==> src/rtl/plru_replacement_ctrl.sv <==
// Tree-PLRU replacement controller: per-set NUM_WAYS-1 bit trees, hit/miss updates, victim selection,
// and a one-set-per-cycle flush. Response registered one cycle after acceptance; requests stall during flush.
module plru_replacement_ctrl #(
  parameter int NUM_WAYS = 8,
  parameter int NUM_SETS = 16
) (
  input  logic                        clk,
  input  logic                        rst,
  input  logic                        req_valid,
  output logic                        req_ready,
  input  logic [$clog2(NUM_SETS)-1:0] req_set,
  input  logic                        req_hit,
  input  logic [$clog2(NUM_WAYS)-1:0] req_hit_way,
  output logic                        resp_valid,
  output logic [$clog2(NUM_WAYS)-1:0] resp_way,
  output logic [$clog2(NUM_SETS)-1:0] resp_set,
  input  logic                        flush_req,
  output logic                        flush_done
);

  localparam int WW    = $clog2(NUM_WAYS);
  localparam int SW    = $clog2(NUM_SETS);
  localparam int NODES = NUM_WAYS - 1;

  typedef enum logic {IDLE, FLUSH} state_t;

  state_t           state;
  logic [SW-1:0]    flush_cnt;
  logic [NODES-1:0] tree [NUM_SETS];
  logic [NODES-1:0] cur_tree;
  logic [WW-1:0]    acc_way;

  // Node bit 1 points at the left (lower) half as the LRU side.
  function automatic logic [WW-1:0] lru_way(input logic [NODES-1:0] t);
    int node;
    lru_way = '0;
    node    = 0;
    for (int l = 0; l < WW; l++) begin
      if (t[node]) begin
        lru_way[WW-1-l] = 1'b0;
        node            = 2*node + 1;
      end else begin
        lru_way[WW-1-l] = 1'b1;
        node            = 2*node + 2;
      end
    end
  endfunction

  function automatic logic [NODES-1:0] touch(input logic [NODES-1:0] t, input logic [WW-1:0] w);
    int node;
    touch = t;
    node  = 0;
    for (int l = 0; l < WW; l++) begin
      if (w[WW-1-l]) begin
        touch[node] = 1'b1;
        node        = 2*node + 2;
      end else begin
        touch[node] = 1'b0;
        node        = 2*node + 1;
      end
    end
  endfunction

  assign cur_tree  = tree[req_set];
  assign acc_way   = req_hit ? req_hit_way : lru_way(cur_tree);
  assign req_ready = (state == IDLE);

  always_ff @(posedge clk or posedge rst) begin
    if (rst) begin
      for (int s = 0; s < NUM_SETS; s++) tree[s] <= '1;
      state      <= IDLE;
      flush_cnt  <= '0;
      resp_valid <= 1'b0;
      resp_way   <= '0;
      resp_set   <= '0;
      flush_done <= 1'b0;
    end else begin
      resp_valid <= 1'b0;
      flush_done <= 1'b0;
      case (state)
        IDLE: begin
          if (req_valid) begin
            tree[req_set] <= touch(cur_tree, acc_way);
            resp_valid    <= 1'b1;
            resp_way      <= acc_way;
            resp_set      <= req_set;
          end
          // A same-cycle access still completes; the flush overwrites it later.
          if (flush_req) begin
            state     <= FLUSH;
            flush_cnt <= '0;
          end
        end
        FLUSH: begin
          tree[flush_cnt] <= '1;
          flush_cnt       <= flush_cnt + SW'(1);
          if (flush_cnt == SW'(NUM_SETS - 1)) begin
            state      <= IDLE;
            flush_done <= 1'b1;
          end
        end
        default: state <= IDLE;
      endcase
    end
  end

endmodule

==> config.mk <==
export PLATFORM = sky130hd
export DESIGN_NAME = plru_replacement_ctrl
export DESIGN_NICKNAME = d
export VERILOG_FILES = /design/src/rtl/plru_replacement_ctrl.sv
export SDC_FILE = /design/constraint.sdc
export NUM_CORES = 1
export LEC_CHECK = 0
export BUFFER_PORTS_ARGS = -buffer_cell sky130_fd_sc_hd__buf_2
export CAP_MARGIN = 15
export CORE_ASPECT_RATIO = 0.5
export CORE_MARGIN = 2
export CORE_UTILIZATION = 40
export CTS_BUF_LIST = sky130_fd_sc_hd__clkbuf_8
export DETAILED_ROUTE_END_ITERATION = 7
export GPL_TIMING_DRIVEN = 0
export REMOVE_ABC_BUFFERS = 1
export SLEW_MARGIN = 20
export SYNTH_ARGS = -nofsm -noshare
export SYNTH_HDL_FRONTEND = slang
export SYNTH_SLANG_ARGS = --single-unit
==> constraint.sdc <==
create_clock -name clk -period 9.9 [get_ports clk]
set_input_delay 0 -clock clk [delete_from_list [all_inputs] [get_ports clk]]
set_output_delay 0 -clock clk [all_outputs]
set_load 0.05 [all_outputs]
# Yosys cells after proc, flatten, opt, wreduce, memory -nomap -nowiden

Index checks and enable logic that the tools add are counted.

Bits in registers: 126
Word-level logic and storage cells: 105
Output and inout port bits: 10

Eq/ne operators: 3
Bitwise gates (word level): 10
$lt $le $gt $ge: 10
Reduce and logical (&&, ||, !) cells: 5
Multiplexer cells: 50
Add/subtract/negate cells: 5

Operators with widths:

| kind                    | number |
|---|---|
| $pmux W112 S2           | 1 |
| $mux W32                | 6 |
| $lt A32 B5 Y1 const B   | 4 |
| $bwmux W112             | 1 |
| $mux W112               | 1 |
| $or A112 B112 Y112      | 1 |
| $mux W7                 | 10 |
| $add A32 B2 Y32 const B | 2 |
| $add A32 B3 Y32 const B | 2 |
| $ge A32 B1 Y1 const B   | 2 |
| $demux W7 S4            | 2 |
| $bmux W7 S4             | 1 |
| $mux W1                 | 18 |
| $and A7 B7 Y7           | 2 |
| $not A7 Y7              | 2 |
| $or A7 B7 Y7            | 2 |
| $ge A5 B5 Y1 const B    | 2 |
| $lt A5 B1 Y1 const B    | 2 |
| $not A4 Y5              | 2 |
| $pmux W4 S2             | 1 |
| $bmux W1 S3             | 2 |
| $demux W1 S3            | 2 |
| $add A4 B1 Y4 const B   | 1 |
| $eq A4 B4 Y1 const B    | 1 |
| 9 further kinds         | 13 |

# Longest topological paths before layout

Gate-level depths: netlist of the first run.

Word-level depth: 33
Mapped depth: 16
Mapped depth without buffers: 13

# Worst setup path after synthesis of the first run

Ideal clock, no wire load.

Path type: reg-to-reg
Start point: register tree[58] in the netlist's numbering
End point: register tree[80] in the netlist's numbering
Cell stages (with the launch flop): 13
Path slack: 6494 ps
Arrival time: 3307 ps
Period minus slack after synthesis: 3406 ps
Path through: dfstp_2 > mux4_2 > a22o_1 > a221oi_4 > mux2i_4 > ha_1 > nor3b_1 > o311a_1 > nor4_4 > o21ai_4 > a41oi_4 > buf_6 > a21oi_2

Cells in the longest elaborated chain, start to end: 23

RTL lines:

| item                                         | RTL line | RTL |
|---|---|---|
| start, declared                              | 29       | `logic [NODES-1:0] tree [NUM_SETS];` |
| start signal, assigned by index              | 83       | `tree[req_set] <= touch(cur_tree, acc_way);` |
| $bmux W7 S4 *                                | 64       | `assign cur_tree = tree[req_set];` |
| $mux W7 (implied by the code) * (2 in a row) | 64       |  |
| $bmux W1 S3                                  | 39       | `if (t[node]) begin` |
| $mux W1 (implied by the code) (2 in a row)   | 39       |  |
| $mux W1                                      | 39       |  |
| $mux W3 *                                    | 65       | `assign acc_way = req_hit ? req_hit_way : lru_way(cur_tree);` |
| $mux W32                                     | 54       | `if (w[WW-1-l]) begin` |
| $mux W32                                     | 82       | `if (req_valid) begin` |
| [5 not listed]                               | n/a      |  |
| $not A7 Y7 (no line)                         | n/a      |  |
| $and A7 B7 Y7 (no line)                      | n/a      |  |
| $mux W7 *                                    | 54       |  |
| $mux W7 *                                    | 82       |  |
| $mux W7 *                                    | 80       | `case (state)` |
| $bwmux W112 *                                | 83       |  |
| $mux W112 *                                  | 82       |  |
| $pmux W112 S2 *                              | 80       |  |

Every way passes the cells marked *; elsewhere a longest branch is shown, timed or not. The select of a mux whose other input is x is not followed.
A chain may end at the register's enable or synchronous reset.

# Worst setup path after layout of the first run

Start point: input req_set[1]
End point: register tree[66] in the netlist's numbering

Cells in the longest elaborated chain, start to end: 25

RTL lines:

| item                                                           | RTL line | RTL |
|---|---|---|
| start, declared                                                | 11       | `input logic [$clog2(NUM_SETS)-1:0] req_set,` |
| $not A4 Y5 (implied by the code) *                             | 64, 83   |  |
| $bmux W7 S4                                                    | 64       |  |
| $mux W7 (implied by the code) (2 in a row)                     | 64       |  |
| $mux W1 / $mux W2 (equally long branches)                      | 39       |  |
| $mux W3 / $bmux W1 S3 (equally long branches)                  | 65, 39   |  |
| $mux W2 / $mux W1 (equally long branches)                      | 54, 39   |  |
| $mux W32 / $mux W1 (equally long branches)                     | 82, 39   |  |
| $mux W32 / $mux W1 (equally long branches)                     | 80, 39   |  |
| [8 not listed]                                                 | n/a      |  |
| $not A7 Y7 (no line) / $mux W7 (equally long branches)         | n/a      |  |
| $and A7 B7 Y7 (no line) / $or A7 B7 Y7 (equally long branches) | n/a      |  |
| $mux W7                                                        | 54       |  |
| $mux W7                                                        | 82       |  |
| $mux W7                                                        | 80       |  |
| $bwmux W112 *                                                  | 83       |  |
| $mux W112 *                                                    | 82       |  |
| $pmux W112 S2 *                                                | 80       |  |

Marks and branches as above.

==> results.json, run 1 <==
{
  "cp_slowest_stage_delay_ns": 0.78,
  "status": "complete, no violations",
  "irDropWorstVdd_uv": 104,
  "nets": 599,
  "finalMaxSlewViolations": 0,
  "synth_cell_types": 58,
  "viasPerCell": 5.76,
  "cts_sinks": 126,
  "drtIter0Drc": 434,
  "synth_top_cells_by_area": "dfstp_2, mux4_2, a21oi_1",
  "dieArea_mm2": 0.0171,
  "grt_max_degree": 83,
  "drive_gt1_frac": 0.368,
  "crit_fanout": 37,
  "endpoint_kind": "register",
  "synth_seq_cells": 126,
  "final_cell_mix": "dfstp_2, a21oi_1, nor2_1, o21ai_0, nor3_1",
  "cap_violations": 0,
  "ys_warn_count": 0,
  "yosysTopAreaCellShare": 0.459,
  "fin_ws_ns": 5.60,
  "finalSetupTns_ns": 0,
  "remaining_drc_errors": 0,
  "diodes": 0,
  "vias": 4600,
  "rrSetupSlack_ns": 5.71,
  "worst_r2r_startpoint": "tree[70]",
  "cts_resized": 0,
  "antenna_found_initial": 1,
  "portBuffers": 21,
  "hold_violations": 0,
  "powerDensity_mw_per_mm2": 326,
  "coreArea_mm2": 0.0155,
  "post_cts_buffers": 0,
  "synth_edf_count": 0,
  "hold_buffers": 3,
  "hp-class": "input port to register",
  "syn_to_final_growth_pct": 10.5,
  "wire_per_inst_um": 20.9,
  "die_h_um": 93.5,
  "path_clk_slew_ns": 0.09,
  "period_needed_ns": 4.30,
  "worst-path-buf-inv": 2,
  "cp-start-kind": "input port",
  "grt_pass1_vias": 4523,
  "dp_slack_ns": 5.20,
  "syn-instance-count": 571,
  "p_leak_nw": 2.68,
  "cts_tree": "built",
  "final_cell_area_mm2": 0.00709,
  "place_congestion": 0.814,
  "hold_start": "req_set[3]",
  "worstPathRequired_ns": 10.23,
  "fin_crit_sh": 0.434,
  "clock_skew_ns": 0.0200,
  "setup_viol_count_final": 0,
  "grt_pass1_wl_um": 26900,
  "critPathTopFamily": "compound AO/OA/AOI/OAI gates",
  "yosysTopAreaCell": "dfstp_2",
  "path_cells": "buf_2 > mux4_1 > mux2i_1 > mux2_2 > inv_2 > mux2i_4 > ha_1 > nor3b_1 > o311a_1 > nor4_4 > o21ai_4 > a41oi_4 > a21oi_1",
  "synth_top_flop_cell": "dfstp_2",
  "ios": 22,
  "insertion_delay_ns": 0.45,
  "place_hpwl_um": 11000,
  "yosysSeqAreaShare": 0.514,
  "wirelength_um": 16700,
  "place_area_mm2": 0.00665,
  "row_count": 32,
  "slew_headroom": 0.335,
  "worstMarginPinSlew_ns": 0.998,
  "grt_usage": 0.211,
  "rsz0062_at_grt": "no",
  "max_freq_ghz": 0.233,
  "worst_path_max_delay_cell": "a41oi_4",
  "root_buffer": "clkbuf_8",
  "netlist_area_mm2": 0.00641,
  "worstSetupPathType": "input port to register",
  "cts.path.max_buffers": 2,
  "synth-async-reset-ratio": 1.00,
  "grt-ovfl-total": 0,
  "die_w_um": 183,
  "whs_ns": 0.0238,
  "firstDrtPassIters": 5,
  "layout_commonest_cell": "dfstp_2",
  "critPathArrivalTime_ns": 4.62,
  "htreeDepth": 4,
  "postSynthAreaPerCell_um2": 11.2,
  "initial_utilization": 0.413,
  "cts_buffers": 17,
  "cp-startpoint": "req_set[1]",
  "antenna_left": 0
}
-- synth_stat cells, drive strengths merged, types with 7 or more instances --
library cell	count
a21oi	85
clkbuf	13
nor3	50
inv	10
nand2	36
nor2	68
buf	21
and3	7
mux4	32
dfstp	112
dfrtp	14
o21ai	61
-- metal layers --
layer | GRT usage | wire length [µm] | vias to the layer above
met5 | 0 | 0 | -
met4 | 0.0520 | 138 | 0
met3 | 0.0463 | 1140 | 14
met2 | 0.309 | 7240 | 139
met1 | 0.317 | 8170 | 2329
li1 | - | - | 2118
-- kinds of logic after synthesis --
| kind of cell | synth area share |
|---|---|
| adder cells (fa/ha/maj) | 0.00976 |
| buffers and inverters | 0.0379 |
| AND/OR/NAND/NOR | 0.128 |
| AO/OA/AOI/OAI | 0.171 |
| multiplexers | 0.139 |
| XOR/XNOR | 0.00137 |
| flip-flops | 0.514 |
-- worst min-delay path: stages --
cell and delay [ns]:
buf_2 0.26, nand2_1 0.12, nand2_1 0.06
-- through the flow --
stage	std cells	total power, mW	util
after detailed placement	764	1.85	0.428
final	799	2.31	0.456
after floorplan	537	1.58	-
after global placement	762	1.81	0.423
after CTS	799	2.32	0.456
after global routing	799	2.45	0.456
-- final timing paths --
| kind | endpoint | cells past startpoint |
|---|---|---|
| max | tree[66] | 13 |
| min | resp_set[3] | 3 |
| max reg2reg | tree[66] | 12 |
| min reg2reg | resp_way[0] | 2 |
| max in group asynchronous | tree[96] | 4 |
| min in group asynchronous | state | 3 |
-- power by group --
part / total (mW) / internal [mW] / switching (mW)
clock: 0.459 / 0.235 / 0.224
combinational: 0.851 / 0.329 / 0.522
sequential: 1.00 / 0.873 / 0.130
-- state kept, by name, indices dropped and copies added, names as in the netlist --
| signal | flops |
|---|---|
| flush_cnt | 4 |
| flush_done | 1 |
| resp_set | 4 |
| resp_valid | 1 |
| resp_way | 3 |
| state | 1 |
| tree | 112 |
-- final cells by class --
class	count	area (µm²)
multi-input cells	400	2900
inverters	11	46.3
flip-flops and latches	126	3290
clock inverters	14	156
well taps	204	255
repair buffers	26	190
fillers	1426	8450
clock buffers	18	248
Note: power is estimated with default switching activity, not from simulation.
==> run 2, diff against run 1 <==
--- a/config.mk
+++ b/config.mk
@@ -5,6 +5,7 @@
 export SDC_FILE = /design/constraint.sdc
 export NUM_CORES = 1
 export LEC_CHECK = 0
+export ABC_AREA = 1
 export BUFFER_PORTS_ARGS = -buffer_cell sky130_fd_sc_hd__buf_2
 export CAP_MARGIN = 15
 export CORE_ASPECT_RATIO = 0.5
==> constraint.sdc (replaced) <==
create_clock -name clk -period 4.1 [get_ports clk]
set_input_delay 0 -clock clk [delete_from_list [all_inputs] [get_ports clk]]
set_output_delay 0 -clock clk [all_outputs]
set_load 0.05 [all_outputs]
==> run 2 against run 1 <==
Against the previous run: combinational power rose by 90%; hold slack better by 0.052 ns; non-clock buffer count up 5; register-to-register slack lost 5.1 ns; wire length rose by 17%; critical path depth up 4; critical path type unchanged.
==> results.json, run 2 <==
{
  "nets": 919,
  "syn_to_final_growth_pct": 12.4,
  "yosysTopAreaCell": "dfstp_2",
  "irDropWorstVdd_uv": 260,
  "hp-class": "input port to register",
  "ys_warn_count": 0,
  "setup_viol_count_final": 0,
  "dp_slack_ns": -0.105,
  "htreeDepth": 4,
  "syn-instance-count": 891,
  "final_util": 0.460,
  "antenna_left": 0,
  "netlist_area_mm2": 0.00669,
  "period_needed_ns": 3.67,
  "largestRegisters": "tree (112), flush_cnt (4), resp_set (4)",
  "finalMaxSlewViolations": 0,
  "place_hpwl_um": 12500,
  "whs_ns": 0.0754,
  "worstMarginPinSlew_ns": 0.830,
  "yosys.cell_count.top_type": "nand2_1",
  "rsz0062_at_grt": "no",
  "yosysTopAreaCellShare": 0.440,
  "postSynthAreaPerCell_um2": 7.50,
  "grt_usage": 0.230,
  "synth_edf_count": 0,
  "wirelength_um": 19600,
  "place_congestion": 0.843,
  "cts_tree": "built",
  "root_buffer": "clkbuf_8",
  "synth_fa_ha_area_frac": 0.00936,
  "final_cell_mix": "nand2_1, o21ai_0, dfstp_2, nand3_1, nor2_1",
  "synth_top_cells_by_area": "dfstp_2, nand2_1, o21ai_0",
  "seqCellArea_mm2": 0.00329,
  "fin_crit_sh": 0.894,
  "status": "complete, no violations",
  "synth.top_cells.by_count": "nand2_1, o21ai_0, dfstp_2, nand3_1, nor2_1",
  "cts.path.max_buffers": 2,
  "coreArea_mm2": 0.0164,
  "die_h_um": 95.4,
  "critPathArrivalTime_ns": 4.01,
  "fin_ws_ns": 0.434,
  "die_w_um": 187,
  "largest-register": "tree",
  "worstSetupPathType": "input port to register",
  "synth-async-reset-ratio": 1.00,
  "synth_top_family_by_area": "simple AND/OR/NAND/NOR gates",
  "endpoint_kind": "register",
  "max_freq_ghz": 0.273,
  "synth_cell_types": 32,
  "cp-start-kind": "input port",
  "drtIter0Drc": 715,
  "drive_gt1_frac": 0.212,
  "ios": 22,
  "slew_headroom": 0.444,
  "viasPerCell": 5.41,
  "grt_pass1_wl_um": 31400,
  "cts_sinks": 126,
  "powerDensity_mw_per_mm2": 693,
  "num-fill-cells": 1696,
  "portBuffers": 21,
  "remaining_drc_errors": 0,
  "synth_top_flop_cell": "dfstp_2",
  "synth-xor-area-share": 0,
  "cap_violations": 0,
  "largest_reg_flops": 112,
  "initial_utilization": 0.409,
  "synth_compound_area_frac": 0.147,
  "wire_per_inst_um": 17.2,
  "synthSimpleGateAreaFrac": 0.296,
  "firstDrtPassIters": 5,
  "crit_fanout": 31,
  "cts_buffers": 17,
  "insertion_delay_ns": 0.45,
  "grt_pass1_vias": 5764,
  "layout_commonest_cell": "nand2_1",
  "dieArea_mm2": 0.0178,
  "path_clk_slew_ns": 0.08,
  "grt-ovfl-total": 0,
  "synth_seq_cells": 126,
  "hold_violations": 0,
  "p_leak_nw": 3.20,
  "row_count": 33,
  "yosysSeqAreaShare": 0.493,
  "vias": 6181,
  "multi_input_area_mm2": 0.00308,
  "grt_max_degree": 65,
  "clock_skew_ns": 0.0163,
  "antenna_found_initial": 0,
  "post_cts_buffers": 0,
  "synthMuxAreaShare": 0,
  "worstPathRequired_ns": 4.45,
  "diodes": 0
}
run 2: cell types whose count changed after synthesis, sizes merged, moves of 9 or more:
cell,delta
nand2,+304
inv,+36
nand3,+61
o21ai,+98
mux4,-32
nor3,-46
nand4,+9
a21oi,-73
run 2: repair_timing:
item                                   in CTS  in global routing
hold buffers                                5                  0
gates resized for setup                     0                  1
endpoints found under the hold margin      85                  0
setup endpoints to repair                   0                  4
run 2: worst paths after layout:
path                            startpoint          end  slack (ns)  depth (start not counted)
worst max-delay path            req_set[0]     tree[12]        0.43                         17
worst min-delay path               req_hit  resp_way[1]        0.08                          4
worst max register to register     tree[0]     tree[12]        0.64                         20
worst min register to register     tree[5]      tree[5]        0.48                          2
max in group asynchronous              rst    tree[107]        3.25                          4
min in group asynchronous              rst  resp_set[3]        0.17                          3
run 2: kinds of logic (layout without fill, tap and decap cells):
family	Yosys count	count (layout)
buf+inv	85	109
flops	126	126
simple gates	488	488
compound gates	187	187
fa+ha+maj	5	5
run 2: worst max-delay path: stages:
cell and delay (ns):
buf_2 0.61, inv_2 0.51, nand2_1 0.15, nand2_1 0.07, nand2_1 0.10, nand2_1 0.07
nand2_1 0.06, nand2_1 0.10, inv_1 0.07, nand2_1 0.14, o21ai_4 0.66, inv_2 0.21
nor2_1 0.19, nand3_1 0.09, nand2_1 0.62, nand2_1 0.09, o21ai_0 0.23
run 2: where the power goes:
| group | internal [mW] | switching [mW] | total (mW) |
|---|---|---|---|
| clock network | 0.679 | 0.540 | 1.22 |
| logic | 0.504 | 1.11 | 1.62 |
| registers | 2.07 | 0.304 | 2.37 |
| total | 3.25 | 1.96 | 5.21 |
run 2: final cells by class:
cell class,count,area share
repair buffers,31,0.0315
clock buffers,18,0.0330
flip-flops and latches,126,0.438
well taps,227,0.0378
clock inverters,14,0.0255
inverters,46,0.0245
multi-input cells,680,0.410
run 2: layer usage:
metal | vias to the layer above | global-route usage | routed length, µm
met2 | 225 | 0.356 | 8710
met5 | - | 0 | 0
met4 | 0 | 0.0840 | 343
met1 | 2977 | 0.325 | 9190
li1 | 2951 | - | -
met3 | 28 | 0.0397 | 1360
run 2: stage by stage:
stage	setup TNS [ns]	instance area, µm²	total power, mW	std cells
floorplan	0	6490	3.46	852
global placement	-82.96	6880	3.91	1100
detailed placement	-1.01	7020	3.97	1105
CTS	0	7510	5.20	1142
global route	0	7510	5.55	1142
finish	0	7510	5.21	1142
